### config.mk
export PLATFORM = sky130hd
export DESIGN_NAME = display_scheduler
export DESIGN_NICKNAME = d
export VERILOG_FILES = /design/src/rtl/display_pkg.sv /design/src/rtl/cycle_timer.sv /design/src/rtl/display_scheduler.sv
export SDC_FILE = /design/constraint.sdc
export NUM_CORES = 1
export LEC_CHECK = 0
export CAP_MARGIN = 25
export CORE_UTILIZATION = 60
export DETAILED_ROUTE_END_ITERATION = 7
export PLACE_DENSITY = 0.83
export SYNTH_ARGS = -nofsm -noshare
export SYNTH_HDL_FRONTEND = slang
export SYNTH_SLANG_ARGS = --single-unit
### constraint.sdc
create_clock -name i_clk -period 5.1 [get_ports i_clk]
set_input_delay 0.765 -clock i_clk [delete_from_list [all_inputs] [get_ports i_clk]]
set_output_delay 0.765 -clock i_clk [all_outputs]
set_load 0.05 [all_outputs]
### src/rtl/display_pkg.sv
// Shared types and default timing constants for the two-digit display scheduler.
package display_pkg;

    typedef enum logic [1:0] {
        MODE_IDLE   = 2'd0,
        MODE_RECORD = 2'd1,
        MODE_PLAY   = 2'd2,
        MODE_PAUSE  = 2'd3
    } mode_e;

    typedef enum logic [1:0] {
        SRC_NONE  = 2'd0,
        SRC_REC   = 2'd1,
        SRC_PLAY  = 2'd2,
        SRC_SPEED = 2'd3
    } src_e;

    typedef enum logic [1:0] {
        S_IDLE    = 2'd0,
        S_TIME    = 2'd1,
        S_OVERLAY = 2'd2
    } state_e;

    localparam int unsigned DEF_HOLD_CYCLES = 50_000_000;
    localparam int unsigned DEF_BLINK_HALF  = 12_500_000;

    // Counter width able to hold n-1; never narrower than one bit.
    function automatic int unsigned timer_width(input int unsigned n);
        return (n > 1) ? $clog2(n) : 1;
    endfunction

endpackage

### src/rtl/cycle_timer.sv
// Loadable saturating down-counter with a terminal (zero) flag.
module cycle_timer #(
    parameter int unsigned WIDTH = 3
) (
    input  logic             clk_i,
    input  logic             rst_i,
    input  logic             clear_i,
    input  logic             load_i,
    input  logic [WIDTH-1:0] load_val_i,
    input  logic             en_i,
    output logic             zero_o
);

    logic [WIDTH-1:0] count_q;
    logic [WIDTH-1:0] count_d;

    // Priority: clear, then load, then decrement; stops at zero.
    always_comb begin
        count_d = count_q;
        if (clear_i) begin
            count_d = '0;
        end else if (load_i) begin
            count_d = load_val_i;
        end else if (en_i && (count_q != '0)) begin
            count_d = count_q - WIDTH'(1);
        end
    end

    always_ff @(posedge clk_i) begin
        if (rst_i) begin
            count_q <= '0;
        end else begin
            count_q <= count_d;
        end
    end

    assign zero_o = (count_q == '0);

endmodule

### src/rtl/display_scheduler.sv
// Chooses what the shared seven-segment pair shows: recorder/player time,
// a timed speed overlay, or blank; blinks the player time while paused.
module display_scheduler
    import display_pkg::*;
#(
    parameter int unsigned HOLD_CYCLES = DEF_HOLD_CYCLES,
    parameter int unsigned BLINK_HALF  = DEF_BLINK_HALF
) (
    input  logic       i_clk,
    input  logic       i_rst,
    input  logic [1:0] i_mode,
    input  logic [4:0] i_rec_sec,
    input  logic [4:0] i_play_sec,
    input  logic       i_speed_req,
    input  logic [4:0] i_speed,
    output logic [4:0] o_hex,
    output logic       o_blank,
    output logic [1:0] o_src
);

    localparam int unsigned HOLD_W  = timer_width(HOLD_CYCLES);
    localparam int unsigned BLINK_W = timer_width(BLINK_HALF);
    localparam logic [HOLD_W-1:0]  HOLD_LOAD  = HOLD_W'(HOLD_CYCLES - 1);
    localparam logic [BLINK_W-1:0] BLINK_LOAD = BLINK_W'(BLINK_HALF - 1);

    mode_e       mode;
    state_e      state_q,  state_d;
    logic [4:0]  speed_q,  speed_d;
    logic        phase_q,  phase_d;
    logic        act_q,    act_d;
    logic [4:0]  hex_q,    hex_d;
    logic        blank_q,  blank_d;
    src_e        src_q,    src_d;

    logic        hold_zero;
    logic        blink_zero;
    logic        blink_run;
    logic        blink_load;

    assign mode = mode_e'(i_mode);

    // Blinking runs only while paused in S_TIME; a speed request pre-empts it.
    assign blink_run  = (state_q == S_TIME) && (mode == MODE_PAUSE) && !i_speed_req;
    assign blink_load = blink_run && (!act_q || blink_zero);

    cycle_timer #(.WIDTH(HOLD_W)) u_hold (
        .clk_i      (i_clk),
        .rst_i      (i_rst),
        .clear_i    (1'b0),
        .load_i     (i_speed_req),
        .load_val_i (HOLD_LOAD),
        .en_i       (state_q == S_OVERLAY),
        .zero_o     (hold_zero)
    );

    cycle_timer #(.WIDTH(BLINK_W)) u_blink (
        .clk_i      (i_clk),
        .rst_i      (i_rst),
        .clear_i    (!blink_run),
        .load_i     (blink_load),
        .load_val_i (BLINK_LOAD),
        .en_i       (blink_run),
        .zero_o     (blink_zero)
    );

    always_comb begin
        state_d = state_q;
        speed_d = speed_q;
        act_d   = blink_run;
        phase_d = 1'b0;

        // First paused cycle only arms the timer; later expiries flip the phase.
        if (blink_run && act_q) begin
            phase_d = blink_zero ? ~phase_q : phase_q;
        end

        if (i_speed_req) begin
            state_d = S_OVERLAY;
            speed_d = i_speed;
        end else begin
            case (state_q)
                S_IDLE: begin
                    if (mode != MODE_IDLE) state_d = S_TIME;
                end
                S_TIME: begin
                    if (mode == MODE_IDLE) state_d = S_IDLE;
                end
                S_OVERLAY: begin
                    if (hold_zero) state_d = (mode != MODE_IDLE) ? S_TIME : S_IDLE;
                end
                default: state_d = S_IDLE;
            endcase
        end

        hex_d   = '0;
        blank_d = 1'b1;
        src_d   = SRC_NONE;
        case (state_q)
            S_TIME: begin
                case (mode)
                    MODE_RECORD: begin
                        hex_d   = i_rec_sec;
                        src_d   = SRC_REC;
                        blank_d = 1'b0;
                    end
                    MODE_PLAY: begin
                        hex_d   = i_play_sec;
                        src_d   = SRC_PLAY;
                        blank_d = 1'b0;
                    end
                    MODE_PAUSE: begin
                        hex_d   = i_play_sec;
                        src_d   = SRC_PLAY;
                        blank_d = phase_d;
                    end
                    default: ;
                endcase
            end
            S_OVERLAY: begin
                hex_d   = speed_q;
                src_d   = SRC_SPEED;
                blank_d = 1'b0;
            end
            default: ;
        endcase
    end

    always_ff @(posedge i_clk) begin
        if (i_rst) begin
            state_q <= S_IDLE;
            speed_q <= '0;
            phase_q <= 1'b0;
            act_q   <= 1'b0;
            hex_q   <= '0;
            blank_q <= 1'b1;
            src_q   <= SRC_NONE;
        end else begin
            state_q <= state_d;
            speed_q <= speed_d;
            phase_q <= phase_d;
            act_q   <= act_d;
            hex_q   <= hex_d;
            blank_q <= blank_d;
            src_q   <= src_d;
        end
    end

    assign o_hex   = hex_q;
    assign o_blank = blank_q;
    assign o_src   = src_q;

endmodule

==> reports/qor.yml <==
dp_hpwl_um: 5227
r2r-end: "o_blank"
drt_iter0_drc: 196
final_layout_size_suffix_gt1_frac: 0.08867
grt_pass1_vias: 2798
grtUsageTotal: 0.2671
path_class: "input port to flip-flop"
yosys.area.top_type_share: 0.3927
ys_warn_count: 0
clock_power_share: 0.413
place_inst: 462
crit_cells: 7
synthArstFlopShare: 0
cts-root-buf: "clkbuf_8"
grt_pass1_wl_um: 12770
cp-start-kind: "input port"
finalSetupTns_ns: 0
slew_headroom: 0.4981
ir_worst_vdd_mv: 0.2368
avgSynthCellArea_um2: 9.036
worst_setup_path_end_kind: "flip-flop"
crit_end: "u_blink.count_q[7]"
finalHoldViolations: 0
fin_nets: 432
r2r_start: "u_blink.count_q[5]"
overflow: 0
multi_input_area_um2: 1948
cts_tree: "yes"
crit_arrival_ns: 3.35
place_area_um2: 3717
postRouteWirelength_um: 7637
max_stage_delay_ns: 0.66
synthCells: 378
synth_area_um2: 3416
fillers: 415
cp_cell_sequence: "clkdlybuf4s50_1 > inv_1 > nand3_1 > buf_4 > or4_1 > or3_1 > a21oi_1"
power_density_nw_per_um2: 304.8
antenna_found_initial: 0
cts_hold_buf: 0
dieHeight_um: 77.45
clkLatencyLatePin_ns: 0.34
ys_top_cells_by_area: "dfxtp_1, a21oi_1, xnor2_1"
rsz0062_at_grt: "false"
syn_to_final_growth_pct: 15.46
clock-skew-final_ns: 0.008558
outcome: "finished, final reports clean"
comb_power_share: 0.119
synth.distinct_cells: 56
die_w_um: 77.45
core_region_area_um2: 5507
rows: 27
wirelength_met1_um: 3485
power.switching_mw: 0.2997
cp.required_ns: 5.36
antennaDiodeCount: 0
syn-num-nets: 409
htreeDepth: 3
io_buffers: 27
cts_setup_buffers: 0
die-area_um2: 5999
routed_via_density: 6.289
cpMaxStageDelayCell: "clkdlybuf4s50_1"
dr_wl_met3_um: 356
p_int_mw: 0.9024
yosys.area.top_type: "dfxtp_1"
cts_sinks: 67
rrSetupSlack_ns: 2.36
ys_seq_elements: 67
dr.pass1.iters: 4
initial_core_util: 0.6203
startpoint: "i_speed_req"
power.leakage_nw: 1.499
numCtsBuffers: 9
path_buf_inv: 3
final_cells: 478
hold_path_class: "flip-flop to flip-flop"
routedWlPerCell_um: 15.98
critPathTopFamily: "buffers and inverters"
routed.top_layer: "met4"
setup_viol: 0
vias: 3006
r2r_cells: 5
gp_congestion: 0.8348
cts.repair.resized: 0
switching_share: 0.2493
ant_nets: 0
cap_violations: 0
synthFlopType: "dfxtp_1"
min_period_ns: 3.092
path_clk_slew_ns: 0.06
fmax_mhz: 323.4
seqCellArea_um2: 1341
synth-seq-area-share: 0.3927
synth-edff-count: 0
finalInstanceArea_um2: 3944
boundaryPins: 28
drc: 0
grt_max_degree: 35
worst_slew_pin_slew_ns: 0.7493
slew_viol_final: 0
finalCritPeriodShare: 0.6062
cp_max_fo: 22
p_seq_frac: 0.468
wl_met2_um: 3648
clk_path_buf_depth: 2
-- registers in the layout (all words and copies together) (netlist names) --
name / flops
speed_q: 5
o_src: 2
u_hold.count_q: 26
o_blank: 1
o_hex: 5
u_blink.count_q: 24
state_q: 2
act_q: 1
phase_q: 1
-- routing by layer --
| metal | track usage | up-vias |
|---|---|---|
| met4 | 0.1075 | 0 |
| met1 | 0.3441 | 1421 |
| li1 | - | 1479 |
| met2 | 0.4327 | 89 |
| met3 | 0.05765 | 17 |
| met5 | 0 | - |
-- metrics by stage --
stage          worst slack (ns)  utilization  total power [mW]  hold WS, ns
2_1_floorplan             2.995            -            0.6722       0.4453
3_3_place_gp              1.714       0.6751            0.7094       0.4586
3_5_place_dp              1.677       0.6751            0.7138       0.4679
4_1_cts                   2.027       0.7162             1.205       0.4798
5_1_grt                   1.855       0.7162             1.252       0.5061
6_report                  2.008       0.7162             1.202       0.4784
-- logic make-up after synthesis --
kind of cell,after synthesis,share of synthesized area
simple gates,145,0.2648
flops,67,0.3927
xor+xnor,25,0.06410
buf+inv,31,0.03700
fa+ha+maj,11,0.04029
mux,6,0.01795
compound gates,93,0.1832
-- area by class of cell --
class | count | share of cell area
Multi-Input combinational cell | 280 | 0.4940
Tap cell | 72 | 0.02284
Clock inverter | 5 | 0.01904
Timing Repair Buffer | 29 | 0.07234
Inverter | 14 | 0.01332
Sequential cell | 67 | 0.3401
Clock buffer | 11 | 0.03839
-- power by group through the flow --
stage / clock network [mW] / registers [mW] / logic, mW
5_1_grt: 0.531 / 0.564 / 0.157
4_1_cts: 0.502 / 0.561 / 0.142
3_5_place_dp: 0 / 0.573 / 0.141
2_1_floorplan: 0 / 0.573 / 0.0987
6_report: 0.497 / 0.562 / 0.143
3_3_place_gp: 0 / 0.572 / 0.137
-- how the worst min path moves through the flow --
| stage | endpoint | from | depth (start not counted) |
|---|---|---|---|
| floorplan | u_blink.count_q[8] | u_blink.count_q[8] | 2 |
| global placement | u_blink.count_q[8] | u_blink.count_q[8] | 2 |
| detailed placement | u_blink.count_q[8] | u_blink.count_q[8] | 2 |
| CTS | u_blink.count_q[8] | u_blink.count_q[8] | 2 |
| global route | u_blink.count_q[8] | u_blink.count_q[8] | 2 |
| finish | u_blink.count_q[8] | u_blink.count_q[8] | 2 |
-- worst min-delay path, cell delays in order, from the launching register on --
cell,delay [ns]
dfxtp_1,0.32
o41ai_1,0.06
a21oi_1,0.05
-- placed cells by master (no fill, tap or decap), types with 3 or more instances in the layout --
| cell type | count |
|---|---|
| or2_2 | 4 |
| or4_1 | 14 |
| nand4_1 | 7 |
| nand3_1 | 7 |
| a311oi_1 | 9 |
| a211oi_1 | 3 |
| or4_4 | 4 |
| a21oi_1 | 35 |
| a22o_1 | 4 |
| and3_1 | 7 |
| o31ai_1 | 9 |
| clkinv_2 | 3 |
| xor2_1 | 8 |
| clkdlybuf4s50_1 | 27 |
| dfxtp_1 | 67 |
| nand2_1 | 11 |
| inv_1 | 14 |
| mux2i_1 | 5 |
| a22oi_1 | 4 |
| o211ai_1 | 3 |
| nor2_1 | 31 |
| a31oi_1 | 7 |
| nor3_1 | 16 |
| a2111oi_0 | 3 |
| nor4_1 | 14 |
| or3_1 | 9 |
| xnor2_1 | 17 |
| ha_1 | 11 |
| o21ai_0 | 4 |
| clkbuf_8 | 11 |
-- synthesized netlist by cell type (8+ instances only) --
cell	number
or4_1	14
nor3_1	16
nor2_1	31
xor2_1	8
a311oi_1	9
nor4_1	14
inv_1	14
or3_1	9
a21oi_1	35
ha_1	11
dfxtp_1	67
o31ai_1	9
clkbuf_1	14
nand2_1	11
xnor2_1	17
No activity file was read; power rests on OpenSTA's default activity.
